**src/rtl/adc_pkg.sv**
```systemverilog
// Shared constants and types for the LTC1407A-style ADC serial capture path.
// The acquisition controller imports SAMPLE_W from here as well.
package adc_pkg;

  localparam int unsigned SAMPLE_W     = 14;
  localparam int unsigned FRAME_BITS   = 34;
  localparam int unsigned A_FIRST_EDGE = 3;
  localparam int unsigned B_FIRST_EDGE = 19;
  localparam int unsigned BIT_CNT_W    = 6;

  typedef enum logic [1:0] {
    ST_IDLE  = 2'd0,
    ST_CONV  = 2'd1,
    ST_SHIFT = 2'd2,
    ST_DONE  = 2'd3
  } state_t;

  // True when the SCK rise with zero-based index cnt falls in a sample's 14-edge window.
  function automatic logic in_window(input logic [BIT_CNT_W-1:0] cnt,
                                     input int unsigned first_edge);
    return (32'(cnt) >= (first_edge - 1)) && (32'(cnt) < (first_edge - 1 + SAMPLE_W));
  endfunction

endpackage

```
**src/rtl/sck_gen.sv**
```systemverilog
// SPI clock divider: registered SCK (idles low) with strobes flagging the
// system edge on which SCK will rise or fall.
module sck_gen #(
  parameter int unsigned HALF_PERIOD = 2
) (
  input  logic i_clk,
  input  logic i_rst_n,
  input  logic i_en,
  output logic o_sck,
  output logic o_rise_stb_c,
  output logic o_fall_stb_c
);

  localparam int unsigned   PH_W    = $clog2(HALF_PERIOD) + 1;
  localparam logic [PH_W-1:0] PH_LAST = PH_W'(HALF_PERIOD - 1);

  logic [PH_W-1:0] r_phase;
  logic            r_sck;
  logic            w_half_end;

  assign w_half_end   = i_en && (r_phase == PH_LAST);
  assign o_rise_stb_c = w_half_end && !r_sck;
  assign o_fall_stb_c = w_half_end && r_sck;
  assign o_sck        = r_sck;

  // Disabled divider parks SCK low with phase zeroed so every frame starts identically.
  always_ff @(posedge i_clk or negedge i_rst_n) begin
    if (!i_rst_n) begin
      r_phase <= '0;
      r_sck   <= 1'b0;
    end else if (!i_en) begin
      r_phase <= '0;
      r_sck   <= 1'b0;
    end else if (w_half_end) begin
      r_phase <= '0;
      r_sck   <= ~r_sck;
    end else begin
      r_phase <= r_phase + PH_W'(1);
    end
  end

endmodule

```
**src/rtl/adc_spi_capture.sv**
```systemverilog
// Dual-channel ADC front end: pulses ad_conv, clocks in one 34-bit SPI frame
// and publishes both 14-bit samples together with a one-cycle adc_done.
module adc_spi_capture
  import adc_pkg::*;
#(
  parameter int unsigned HALF_PERIOD = 2,
  parameter int unsigned CONV_CYCLES = 2
) (
  input  logic                CLK50MHZ,
  input  logic                RST_N,
  input  logic                adc_trig,
  output logic                adc_done,
  output logic [SAMPLE_W-1:0] adc_a,
  output logic [SAMPLE_W-1:0] adc_b,
  output logic                busy,
  output logic                ad_conv,
  output logic                spi_sck,
  input  logic                spi_miso
);

  localparam int unsigned          CC_W      = $clog2(CONV_CYCLES) + 1;
  localparam logic [CC_W-1:0]      CONV_LAST = CC_W'(CONV_CYCLES - 1);
  localparam logic [BIT_CNT_W-1:0] BIT_LAST  = BIT_CNT_W'(FRAME_BITS - 1);

  state_t               r_state;
  state_t               w_next_state;
  logic [CC_W-1:0]      r_conv_cnt;
  logic [BIT_CNT_W-1:0] r_bit_cnt;
  logic [SAMPLE_W-1:0]  r_shadow_a;
  logic [SAMPLE_W-1:0]  r_shadow_b;
  logic                 w_sck_en;
  logic                 w_rise_stb;
  logic                 w_fall_stb;
  logic                 w_done_d;
  logic                 w_busy_d;
  logic                 w_conv_d;
  logic                 r_adc_done;
  logic                 r_busy;
  logic                 r_ad_conv;
  logic [SAMPLE_W-1:0]  r_adc_a;
  logic [SAMPLE_W-1:0]  r_adc_b;

  assign w_sck_en = (r_state == ST_SHIFT);

  sck_gen #(
    .HALF_PERIOD(HALF_PERIOD)
  ) u_sck_gen (
    .i_clk       (CLK50MHZ),
    .i_rst_n     (RST_N),
    .i_en        (w_sck_en),
    .o_sck       (spi_sck),
    .o_rise_stb_c(w_rise_stb),
    .o_fall_stb_c(w_fall_stb)
  );

  always_ff @(posedge CLK50MHZ or negedge RST_N) begin
    if (!RST_N) r_state <= ST_IDLE;
    else        r_state <= w_next_state;
  end

  always_comb begin
    w_next_state = r_state;
    case (r_state)
      ST_IDLE:  if (adc_trig) w_next_state = ST_CONV;
      ST_CONV:  if (r_conv_cnt == CONV_LAST) w_next_state = ST_SHIFT;
      ST_SHIFT: if (w_fall_stb && (r_bit_cnt == BIT_LAST)) w_next_state = ST_DONE;
      ST_DONE:  w_next_state = ST_IDLE;
      default:  w_next_state = ST_IDLE;
    endcase
  end

  // Output flops are loaded from the next state so each pin lines up with its state.
  always_comb begin
    w_done_d = 1'b0;
    w_busy_d = 1'b0;
    w_conv_d = 1'b0;
    if (w_next_state == ST_DONE) w_done_d = 1'b1;
    if (w_next_state != ST_IDLE) w_busy_d = 1'b1;
    if (w_next_state == ST_CONV) w_conv_d = 1'b1;
  end

  // Bit counter advances on SCK falls, so rise k always sees count k-1 and never wraps.
  always_ff @(posedge CLK50MHZ or negedge RST_N) begin
    if (!RST_N) begin
      r_conv_cnt <= '0;
      r_bit_cnt  <= '0;
    end else begin
      if (r_state == ST_CONV) r_conv_cnt <= r_conv_cnt + CC_W'(1);
      else                    r_conv_cnt <= '0;
      if (r_state != ST_SHIFT)                    r_bit_cnt <= '0;
      else if (w_fall_stb && (r_bit_cnt != BIT_LAST)) r_bit_cnt <= r_bit_cnt + BIT_CNT_W'(1);
    end
  end

  always_ff @(posedge CLK50MHZ or negedge RST_N) begin
    if (!RST_N) begin
      r_shadow_a <= '0;
      r_shadow_b <= '0;
    end else if (r_state == ST_IDLE) begin
      r_shadow_a <= '0;
      r_shadow_b <= '0;
    end else if (w_rise_stb) begin
      if (in_window(r_bit_cnt, A_FIRST_EDGE)) r_shadow_a <= {r_shadow_a[SAMPLE_W-2:0], spi_miso};
      if (in_window(r_bit_cnt, B_FIRST_EDGE)) r_shadow_b <= {r_shadow_b[SAMPLE_W-2:0], spi_miso};
    end
  end

  always_ff @(posedge CLK50MHZ or negedge RST_N) begin
    if (!RST_N) begin
      r_adc_done <= 1'b0;
      r_busy     <= 1'b0;
      r_ad_conv  <= 1'b0;
      r_adc_a    <= '0;
      r_adc_b    <= '0;
    end else begin
      r_adc_done <= w_done_d;
      r_busy     <= w_busy_d;
      r_ad_conv  <= w_conv_d;
      if (w_done_d) begin
        r_adc_a <= r_shadow_a;
        r_adc_b <= r_shadow_b;
      end
    end
  end

  assign adc_done = r_adc_done;
  assign busy     = r_busy;
  assign ad_conv  = r_ad_conv;
  assign adc_a    = r_adc_a;
  assign adc_b    = r_adc_b;

endmodule

```
**config.mk**
```make
export PLATFORM = sky130hd
export DESIGN_NAME = adc_spi_capture
export DESIGN_NICKNAME = d
export VERILOG_FILES = /design/src/rtl/adc_pkg.sv /design/src/rtl/sck_gen.sv /design/src/rtl/adc_spi_capture.sv
export SDC_FILE = /design/constraint.sdc
export NUM_CORES = 1
export LEC_CHECK = 0
export ABC_CLOCK_PERIOD_IN_PS = 2200
export CAP_MARGIN = 10
export CORE_MARGIN = 1
export CORE_UTILIZATION = 47
export DETAILED_ROUTE_END_ITERATION = 16
export PLACE_DENSITY = 0.77
export SYNTH_ARGS = -nofsm -noshare
export SYNTH_HDL_FRONTEND = slang
export SYNTH_HIERARCHICAL = 1
export SYNTH_SLANG_ARGS = --single-unit
```
**constraint.sdc**
```tcl
create_clock -name CLK50MHZ -period 2.2 [get_ports CLK50MHZ]
set_input_delay 0.33 -clock CLK50MHZ [delete_from_list [all_inputs] [get_ports CLK50MHZ]]
set_output_delay 0.33 -clock CLK50MHZ [all_outputs]
set_load 0.05 [all_outputs]
```
# After elaboration in Yosys (flattened, before gate mapping)
# Cells that the tools add are included.
[op_classes]
n_addsub = 3
n_lt_le_gt_ge = 4
eq_ne = 11
muxes = 20
bitwise_logic = 1
n_reduce_logical = 16
[op_table]
columns = ["op", "n"]
rows = [
  ["2-to-1 mux 14 bit", 6],
  ["2-to-1 mux 2 bit", 6],
  ["2-to-1 mux 6 bit", 2],
  ["nonzero test 2 bit", 5],
  ["== test 2 x 1 -> 1 bit (second input constant)", 4],
  ["case mux 2 bit (4 select lines)", 1],
  ["logical AND 1 bit", 7],
  ["adder 6 x 1 -> 6 bit (second input constant)", 1],
  ["== test 2 bit (second input constant)", 3],
  ["== test 6 bit (second input constant)", 1],
  [">= comparator 6 x 2 -> 1 bit (second input constant)", 1],
  [">= comparator 6 x 5 -> 1 bit (second input constant)", 1],
  ["< comparator 6 x 5 -> 1 bit (second input constant)", 1],
  ["< comparator 6 bit (second input constant)", 1],
  ["inequality test 6 bit (second input constant)", 1],
  ["2-to-1 mux 1 bit", 5],
  ["adder 2 x 1 -> 2 bit (second input constant)", 2],
  ["inequality test 2 bit (second input constant)", 2],
  ["AND reduction 2 bit", 2],
  ["logical NOT 2 bit", 1],
  ["logical NOT 1 bit", 1],
  ["inverter 1 bit", 1],
]
[totals]
reg_bits = 72
input_bits = 4
out_inout_bits = 32
wordCells = 67

# Depth between registers and ports, before layout
# Gate-level depths: netlist of run 1.
[logic_depth]
ltp_word = 8
depth_mapped = 10
depth_no_buf = 7

# Hierarchy
# Netlist of run 1, hierarchy kept.
[by_module_without_submodules]
columns = ["module", "instances", "cells_per_inst", "area_per_inst_um2", "seq_area_each_um2"]
rows = [
  ["adc_spi_capture", 1, 235, 2849.0, 1726.7],
  ["sck_gen", 1, 11, 125.1, 75.1],
]

# Worst setup path after synthesis of run 1
# OpenSTA, ideal clock, no wires.
[synth_path]
kind = "flip-flop to flip-flop"
from = "reg r_state[0]"
to = "reg r_shadow_b[10]"
setup_ps = 78
arrival_time_ps = 1826
required_ps = 2122
setup_slack_ps = 296
stages_incl_launch_ff = 11
path_buffers = 3
synth_period_minus_slack_ps = 1904
path_cell_list = "dfrtp_1 -> nand2b_1 -> buf_2 -> inv_2 -> nand3b_1 -> nor2_1 -> and3b_1 -> clkbuf_1 -> clkbuf_1 -> nand3_1 -> a21oi_1"
[synth_via]
elab_chain_cells = 5
[synth_rtl]
columns = ["element", "line", "text"]
rows = [
  ["from (decl)", "adc_spi_capture.sv:25", "state_t r_state;"],
  ["from (signal assigned)", "adc_spi_capture.sv:58", "else r_state <= w_next_state;"],
  ["== test 2 bit", "adc_spi_capture.sv:43", "assign w_sck_en = (r_state == ST_SHIFT);"],
  ["net w_sck_en", "adc_spi_capture.sv:31", "logic w_sck_en;"],
  ["logical AND 1 bit", "sck_gen.sv:21", "assign w_half_end = i_en && (r_phase == PH_LAST);"],
  ["logical AND 1 bit", "sck_gen.sv:22", "assign o_rise_stb_c = w_half_end && !r_sck;"],
  ["net w_rise_stb", "adc_spi_capture.sv:32", "logic w_rise_stb;"],
  ["nonzero test 2 bit (no source line)", "-", ""],
  ["AND reduction 2 bit (no source line)", "-", ""],
  ["to (signal assigned)", "adc_spi_capture.sv:104", "if (in_window(r_bit_cnt, B_FIRST_EDGE)) r_shadow_b <= {r_shadow_b[SAMPLE_W-2:0], spi_miso};"],
  ["to (decl)", "adc_spi_capture.sv:30", "logic [SAMPLE_W-1:0] r_shadow_b;"],
]
# The timed path passes the listed nets, and every way through them passes these cells.
# A chain may end at the register's enable or synchronous reset.

# Worst setup path after layout of run 1
[layout_path]
from = "reg r_state[0]"
to = "reg r_shadow_a[9]"
[layout_via]
elab_chain_cells = 5
[layout_rtl]
columns = ["element", "line", "text"]
rows = [
  ["== test 2 bit", "adc_spi_capture.sv:43", ""],
  ["net w_sck_en", "adc_spi_capture.sv:31", ""],
  ["logical AND 1 bit", "sck_gen.sv:21", ""],
  ["logical AND 1 bit", "sck_gen.sv:22", ""],
  ["net w_rise_stb", "adc_spi_capture.sv:32", ""],
  ["nonzero test 2 bit (no source line)", "-", ""],
  ["AND reduction 2 bit (no source line)", "-", ""],
  ["to (signal assigned)", "adc_spi_capture.sv:103", "if (in_window(r_bit_cnt, A_FIRST_EDGE)) r_shadow_a <= {r_shadow_a[SAMPLE_W-2:0], spi_miso};"],
  ["to (decl)", "adc_spi_capture.sv:29", "logic [SAMPLE_W-1:0] r_shadow_a;"],
]
# The timed path passes the listed nets, and every way through them passes these cells.

==> results of run 1 <==
[cell type report]
class	count	area (um^2)
sequential	72	1800
fill	504	2460
clock inverter	6	37.5
inverter	5	18.8
multi-input combinational	154	1080
clock buffer	9	124
tap	75	93.8
timing repair buffer	43	418
[per-stage QoR]
stage	total power, mW	worst slack [ns]	hold slack [ns]
5_1_grt	2.80	0.0408	0.0127
3_5_place_dp	1.82	0.268	0.385
3_3_place_gp	1.81	0.377	0.385
6_report	2.66	0.176	0.00313
2_1_floorplan	1.68	0.296	0.0344
4_1_cts	2.70	0.211	0.0127
[report_power, final]
| group | switching [mW] | internal [mW] |
|---|---|---|
| Sequential | 0.0425 | 1.38 |
| Combinational | 0.259 | 0.114 |
| Clock | 0.474 | 0.398 |
[cells by family (layout without fill, tap and decap cells)]
kind of cell	after synthesis	in the layout	synth area share (%)
DFF	72	72	60.6
muxes	44	44	16.0
AOI/OAI and AO/OA	38	38	6.73
adders and majority gates	4	4	1.68
xor gates and xnor gates	2	2	0.589
and+or+nand+nor	66	66	11.1
buffers and inverters	20	63	3.24
[flip-flops by register name (all words and copies together) (netlist names)]
name,flops
ad_conv,1
adc_a,14
adc_b,14
adc_done,1
busy,1
r_bit_cnt,6
r_conv_cnt,2
r_shadow_a,14
r_shadow_b,14
r_state,2
u_sck_gen/o_sck,1
u_sck_gen/r_phase,2
[critical path: cells and delay by family, from the launching register on]
family	cells	cell delay, ns
mux	1	0.24
compound gates	1	0.14
flops	1	0.44
simple gates	4	0.75
buf+inv	2	0.36
[synthesized netlist by cell type (all sizes together)]
master and n:
and2 1, nor3b 1, nand4 3, a21oi 18, o21a 1, o22ai 1, and3 1, or2 1
mux2 29, ha 4, xor2 2, a211o 1, nand3 14, a21boi 1, o21ai 16, nand2b 3
nand2 22, mux2i 15, nor2 10, clkbuf 7, nor4b 1, and2b 1, and3b 1, nand3b 2
nor3 2, inv 5, dfrtp 72, buf 8, nor2b 1, or3 2
[cell usage in the layout, fill, tap and decap left out, types with 2 or more instances in the layout]
cell type	Yosys	final
o21ai_0	16	16
clkbuf_8	0	9
nand3_1	14	14
ha_1	4	4
or3_1	2	2
nor2_1	10	10
mux2i_1	15	15
inv_1	4	4
clkinv_4	0	2
nand3b_1	2	2
nand4_1	3	3
nand2_1	22	22
xor2_1	2	2
nor3_1	2	2
clkdlybuf4s50_1	0	34
a21oi_1	18	18
buf_4	0	7
mux2_2	15	15
mux2_1	14	14
nand2b_1	3	3
dfrtp_1	72	72
clkinv_2	0	4
[how the worst max path moves through the flow]
stage	startpoint	endpoint	slack (ns)	cells past startpoint
after floorplan	r_state[0]$_DFF_PN0_	r_shadow_b[10]$_DFFE_PN0P_	0.30	10
after global placement	r_bit_cnt[1]$_DFFE_PN0P_	adc_b[1]$_DFFE_PN0N_	0.38	6
after detailed placement	r_state[0]$_DFF_PN0_	r_shadow_a[9]$_DFFE_PN0P_	0.27	8
after CTS	r_state[0]$_DFF_PN0_	r_shadow_a[9]$_DFFE_PN0P_	0.21	8
after global routing	r_state[0]$_DFF_PN0_	r_shadow_b[7]$_DFFE_PN0P_	0.04	7
final	r_state[0]$_DFF_PN0_	r_shadow_a[9]$_DFFE_PN0P_	0.18	8
[layer usage]
| metal | vias to the layer above | wire, um |
|---|---|---|
| li1 | 927 | - |
| met1 | 983 | 2450 |
| met2 | 40 | 2380 |
| met3 | 7 | 218 |
| met4 | 0 | 68 |
| met5 | - | 0 |
==> results.yml, run 1 <==
clock_network:
  clock_sinks: 72
  cts_setup_buffers: 0
  post_cts_resized: 0
  cts_hold_buffers: 0
  clk_pin_slew_ns: 0.07
  numCtsBuffers: 9
  cts_buffer_depth: 2
  cts-root-buf: "clkbuf_8"
  clock_latency_ns: 0.34
  cts_tree: "yes"
  h-tree-depth: 3
timing:
  relSlewSlack_pct: 65.4
  period_needed_ns: 2.02
  min_period_over_period_pct: 92.0
  fmax_ghz: 0.494
  skew_ns: 0.0117
  setup_violations: 0
  maxSlewViolCount: 0
  rsz0062_at_grt: "no"
  tns_ns: 0
  worstMarginPinSlew_ns: 0.517
  finalHoldViolCount: 0
worst_setup_path:
  reg2reg_depth: 8
  cp_cell_sequence: "nand2b_1, inv_2, nand3b_1, nor2_1, nor3b_1, o21a_1, buf_4, mux2i_1"
  start_kind: "register"
  path_class: "register to register"
  worstPathArrival_ns: 2.28
  r2r_slack_ns: 0.18
  rr_startpoint: "r_state[0]$_DFF_PN0_"
  critPathRequiredTime_ns: 2.45
  reg2reg_to: "r_shadow_a[9]$_DFFE_PN0P_"
  cp_slowest_stage_delay_ns: 0.44
  slowest_stage: "dfrtp_1"
  cp-end-kind: "register"
  crit_fanout: 14
pwr:
  powerDensity_mw_per_mm2: 746
  p_leak_nw: 1.65
  ir_drop_uv: 799
placement:
  gp_congestion: 0.824
  dp_hpwl_um: 3320
  dpl_cell_area_mm2: 0.00341
  placedCellCount: 349
  portBuffers: 35
grt:
  gr-usage-all-layers_pct: 17.5
  grt_pass1_vias: 1911
  grt_max_degree: 73
  antenna_found_initial: 0
  met1_usage_pct: 21.5
  use_met2_pct: 27.7
  grt_remaining_overflow: 0
  top_usage_layer: "met2"
  grt_use_met3_pct: 4.67
  grt_pass1_wl_um: 8560
hold_path:
  hp-class: "input pin to asynchronous set/reset pin"
finish:
  drive_above_1_share_pct: 14.9
  design_area_mm2: 0.00357
  stdcell_count: 364
  num-nets-final: 293
  n_antenna_cell: 0
  utilization_pct: 59.2
  area_growth_pct: 20.0
routing:
  drt_pass1_iterations: 5
  ant_nets: 0
  drtIter0Drc: 86
  routedWlPerCell_um: 14.1
  drc: 0
  via_count: 1957
  wl_um: 5120
  via_per_inst: 5.38
run:
  drv_cap: 0
synth:
  yosysSeqAreaShare_pct: 60.6
  synth.net_count: 254
  synth_area_mm2: 0.00297
  synth_area_leaders: "dfrtp_1, mux2_2, mux2_1, mux2i_1, a21oi_1"
  avgSynthCellArea_um2: 12.1
  yosys_register_bits: 72
  synth.largest_area_cell: "dfrtp_1"
  yosysWarnings: 6
  ys_types: 34
  synth_top_area_share_pct: 60.6
  synthCells: 246
floorplan:
  die_w_um: 81.5
  die_h_um: 81.5
  ios: 36
  core-area_mm2: 0.00603
  rows: 28
  start_util_pct: 49.4
  die_area_mm2: 0.00665
status:
  status: "completed"
(Power assumes the default switching activity.)
==> run 2: changes to the inputs <==
- ABC_CLOCK_PERIOD_IN_PS: 2200 -> 2600
- SKIP_CTS_REPAIR_TIMING: unset -> 1
- clock period: 2.2 -> 2.6 ns (I/O delays scaled with it)
==> run 2 against run 1 <==
Wire length increased by 1.9%. Global-route usage increased by 0.068 points. Clock power grew 24%. Largest cell class unchanged.
==> results.yml, run 2 (synthesis gave the netlist of run 1 again) <==
worst_setup_path:
  cp_cell_sequence: "nand2b_1, inv_2, nand3b_1, nor2_1, nor3b_1, o21a_1, buf_4, mux2i_1"
  start_kind: "register"
  crit_fanout: 14
  critical-path-top-delay-family: "simple AND/OR/NAND/NOR gates"
  path_class: "register to register"
  cp_slowest_stage_delay_ns: 0.45
  critical_path_buf_inv_count: 2
  worstPathArrival_ns: 2.27
  critPathRequiredTime_ns: 2.85
  cp-end-kind: "register"
  slowest_stage: "dfrtp_1"
finish:
  final_common_cell: "dfrtp_1"
  area_growth_pct: 22.3
  stdcell_count: 363
  drive_above_1_share_pct: 14.2
  n_antenna_cell: 0
  num-fill-cells: 488
  final_cell_mix: "dfrtp_1, clkdlybuf4s50_1, nand2_1, a21oi_1, o21ai_0"
  num-nets-final: 291
floorplan:
  start_util_pct: 49.4
  die_w_um: 81.5
  ios: 36
  core-area_mm2: 0.00603
  die_h_um: 81.5
  die_area_mm2: 0.00665
  rows: 28
clock_network:
  cts_buffer_depth: 2
  clock_sinks: 72
  cts-root-buf: "clkbuf_8"
  h-tree-depth: 3
  numCtsBuffers: 9
  cts_tree: "yes"
  clock_latency_ns: 0.34
  clk_pin_slew_ns: 0.07
grt:
  grt_max_degree: 73
  grt_remaining_overflow: 0
  antenna_found_initial: 0
  grt_pass1_wl_um: 8550
  gr-usage-all-layers_pct: 17.6
  grt_pass1_vias: 1793
pwr:
  clock_power_share_pct: 41.7
  powerDensity_mw_per_mm2: 709
  p_sw_uw: 666
  p_leak_nw: 1.67
  pwr-share-seq_pct: 46.5
  ir_drop_uv: 658
  p_sw_share_pct: 25.8
  internal-power_mw: 1.91
  p_total_mw: 2.58
  pwr-share-comb_pct: 11.7
timing:
  relSlewSlack_pct: 36.5
  period_needed_ns: 2.01
  min_period_over_period_pct: 77.4
  fmax_ghz: 0.497
  whs_ns: 0.0535
  rsz0062_at_grt: "no"
  skew_ns: 0.00897
  worstMarginPinSlew_ns: 0.949
  finalHoldViolCount: 0
  maxSlewViolCount: 0
  tns_ns: 0
  setup_violations: 0
placement:
  placedCellCount: 347
  portBuffers: 35
  gp_congestion: 0.770
  dp_hpwl_um: 3340
routing:
  wl_um: 5220
  drc: 0
  drt_pass1_iterations: 4
  routedWlPerCell_um: 14.4
  via_per_inst: 5.37
  drtIter0Drc: 110
  ant_nets: 0
  via_count: 1949
run:
  drv_cap: 0
status:
  status: "completed"
hold_path:
  hp-class: "input pin to asynchronous set/reset pin"
==> run 2: cell types whose count changed in the layout (fill, tap and decap cells not counted) <==
cell       change
clkbuf_1       +1
clkinv_2       -3
clkinv_4       -1
bufinv_16      +3
clkbuf_8       +1
buf_4          -2
==> run 2: area by class of cell <==
class                   count  area (um^2)  area share, %
clock inverters             5          104           2.85
flip-flops and latches     72         1800           49.5
well taps                  75         93.8           2.58
repair buffers             41          403           11.1
multi-input cells         154         1080           29.6
inverters                   5         18.8          0.516
clock buffers              11          141           3.89
==> run 2: worst paths after layout <==
check / startpoint / to / slack, ns / cells past startpoint
setup / recovery: r_state[0]$_DFF_PN0_ / r_shadow_a[5]$_DFFE_PN0P_ / 0.59 / 8
hold / removal: RST_N / adc_b[3]$_DFFE_PN0N_ / 0.05 / 2
setup reg to reg: r_state[0]$_DFF_PN0_ / r_shadow_a[5]$_DFFE_PN0P_ / 0.59 / 8
hold reg to reg: r_conv_cnt[0]$_DFF_PN0_ / r_conv_cnt[0]$_DFF_PN0_ / 0.43 / 1
max in group asynchronous: RST_N / r_bit_cnt[0]$_DFFE_PN0P_ / 2.23 / 2
min in group CLK50MHZ: r_conv_cnt[0]$_DFF_PN0_ / r_conv_cnt[0]$_DFF_PN0_ / 0.43 / 1
==> run 2: layer usage <==
metal / part of all wire (%) / track usage, %
met1: 49 / 24.1
met2: 45 / 25.6
met3: 4.1 / 5.11
met4: 1.8 / 8.21
met5: 0 / 0
==> run 2: power groups by stage <==
stage	combinational [mW]	sequential [mW]	clock [mW]
after floorplan	0.151	1.27	0
after global placement	0.301	1.22	0
after detailed placement	0.302	1.22	0
after CTS	0.305	1.20	1.09
after global routing	0.330	1.21	1.14
final	0.303	1.20	1.08
==> run 2: through the flow <==
| step | cell area (um^2) | utilization [%] | setup WS [ns] |
|---|---|---|---|
| CTS | 3640 | 60.4 | 0.598 |
| floorplan | 2970 | - | 0.696 |
| global route | 3640 | 60.4 | 0.399 |
| finish | 3640 | 60.4 | 0.587 |
| global placement | 3390 | 56.3 | 0.776 |
| detailed placement | 3390 | 56.3 | 0.630 |
==> run 3: changes to the inputs <==
- ABC_CLOCK_PERIOD_IN_PS: 2600 -> 2000
- clock period: 2.6 -> 2 ns (I/O delays scaled with it)
==> run 3 against run 2 <==
Count of clock-buffer cells in the layout unchanged. Critical path type is now register to output port. Combinational power up 52%. Global-route usage up 1.2 points. Utilization up 0.89 points.
==> results.yml, run 3 (synthesis gave the netlist of run 1 again) <==
grt:
  grt_max_degree: 73
  grt_pass1_wl_um: 9080
  grt_remaining_overflow: 0
  antenna_found_initial: 0
  grt_pass1_vias: 1940
  gr-usage-all-layers_pct: 18.7
routing:
  drt_pass1_iterations: 4
  ant_nets: 0
  wl_um: 5380
  via_count: 1978
  drtIter0Drc: 94
  routedWlPerCell_um: 14.5
  drc: 0
  via_per_inst: 5.33
worst_setup_path:
  r2r_slack_ns: 0.18
  cp_num_cells: 1
  reg2reg_depth: 6
  crit_start: "u_sck_gen/o_sck$_DFFE_PN0P_"
  critical-path-top-delay-family: "buffers and inverters"
  slowest_stage: "clkdlybuf4s50_1"
  endpoint: "spi_sck"
  reg2reg_to: "adc_b[5]$_DFFE_PN0N_"
  crit_fanout: 5
  cp_slowest_stage_delay_ns: 0.84
  cp_cell_sequence: "clkdlybuf4s50_1"
  critical_path_buf_inv_count: 1
  cp-end-kind: "output port"
  critPathRequiredTime_ns: 1.70
  path_class: "register to output port"
  start_kind: "register"
  rr_startpoint: "r_state[0]$_DFF_PN0_"
  worstPathArrival_ns: 1.62
finish:
  design_area_mm2: 0.00369
  drive_above_1_share_pct: 16.9
  final_cell_mix: "dfrtp_1, clkdlybuf4s50_1, nand2_1, a21oi_1, o21ai_0"
  area_growth_pct: 24.1
  final_common_cell: "dfrtp_1"
  n_antenna_cell: 0
  num-nets-final: 299
floorplan:
  rows: 28
  start_util_pct: 49.4
  die_h_um: 81.5
  die_w_um: 81.5
  die_area_mm2: 0.00665
  ios: 36
  core-area_mm2: 0.00603
status:
  status: "completed"
clock_network:
  h-tree-depth: 3
  numCtsBuffers: 9
  cts_tree: "yes"
  clk_pin_slew_ns: 0.07
  cts_buffer_depth: 2
  clock_sinks: 72
  cts-root-buf: "clkbuf_8"
  clock_latency_ns: 0.35
timing:
  setup_violations: 0
  whs_ns: 0.437
  skew_ns: 0.00683
  period_needed_ns: 1.92
  worstMarginPinSlew_ns: 0.507
  fmax_ghz: 0.521
  finalHoldViolCount: 0
  relSlewSlack_pct: 66.1
  tns_ns: 0
  min_period_over_period_pct: 95.9
  maxSlewViolCount: 0
  rsz0062_at_grt: "no"
pwr:
  ir_drop_uv: 690
  p_total_mw: 3.17
  p_leak_nw: 1.70
  powerDensity_mw_per_mm2: 858
hold_path:
  hp-class: "register to register"
  hp-start: "r_conv_cnt[0]$_DFF_PN0_"
placement:
  portBuffers: 35
  gp_congestion: 0.843
  dpl_cell_area_mm2: 0.00346
  dp_hpwl_um: 3530
run:
  drv_cap: 0
run 3: report_power, final:
part           switching (mW)  internal (mW)  total [mW]  leakage [nW]
sequential             0.0275           1.51        1.54         0.994
clock                   0.526          0.639        1.16         0.101
combinational           0.313          0.148       0.461         0.608
total                   0.867           2.30        3.17          1.70
run 3: layer usage:
metal	vias up	track usage [%]	wire length, um
met5	-	0	0
met4	0	6.61	84
met3	11	8.22	279
met2	49	29.4	2610
met1	973	22.9	2410
li1	945	-	-
run 3: how the worst min path moves through the flow:
stage,to,cells past startpoint
6_report,r_conv_cnt[0]$_DFF_PN0_,1
3_3_place_gp,adc_b[4]$_DFFE_PN0N_,2
2_1_floorplan,ad_conv$_DFF_PN0_,0
5_1_grt,r_conv_cnt[0]$_DFF_PN0_,1
4_1_cts,adc_b[5]$_DFFE_PN0N_,2
3_5_place_dp,adc_b[5]$_DFFE_PN0N_,2
run 3: cell type report:
| type | instances | area (um^2) |
|---|---|---|
| fillers | 510 | 2330 |
| flip-flops and latches | 72 | 1800 |
| multi-input cells | 154 | 1080 |
| repair buffers | 49 | 490 |
| clock buffers | 11 | 151 |
| well taps | 75 | 93.8 |
| clock inverters | 5 | 55.1 |
| inverters | 5 | 18.8 |
run 3: metrics by stage:
stage | setup slack, ns | cells | utilization (%)
floorplan | 0.0959 | 246 | -
global placement | 0.248 | 353 | 57.5
detailed placement | 0.206 | 353 | 57.5
CTS | 0.0611 | 369 | 60.9
global route | 0.00759 | 371 | 61.3
finish | 0.0819 | 371 | 61.3
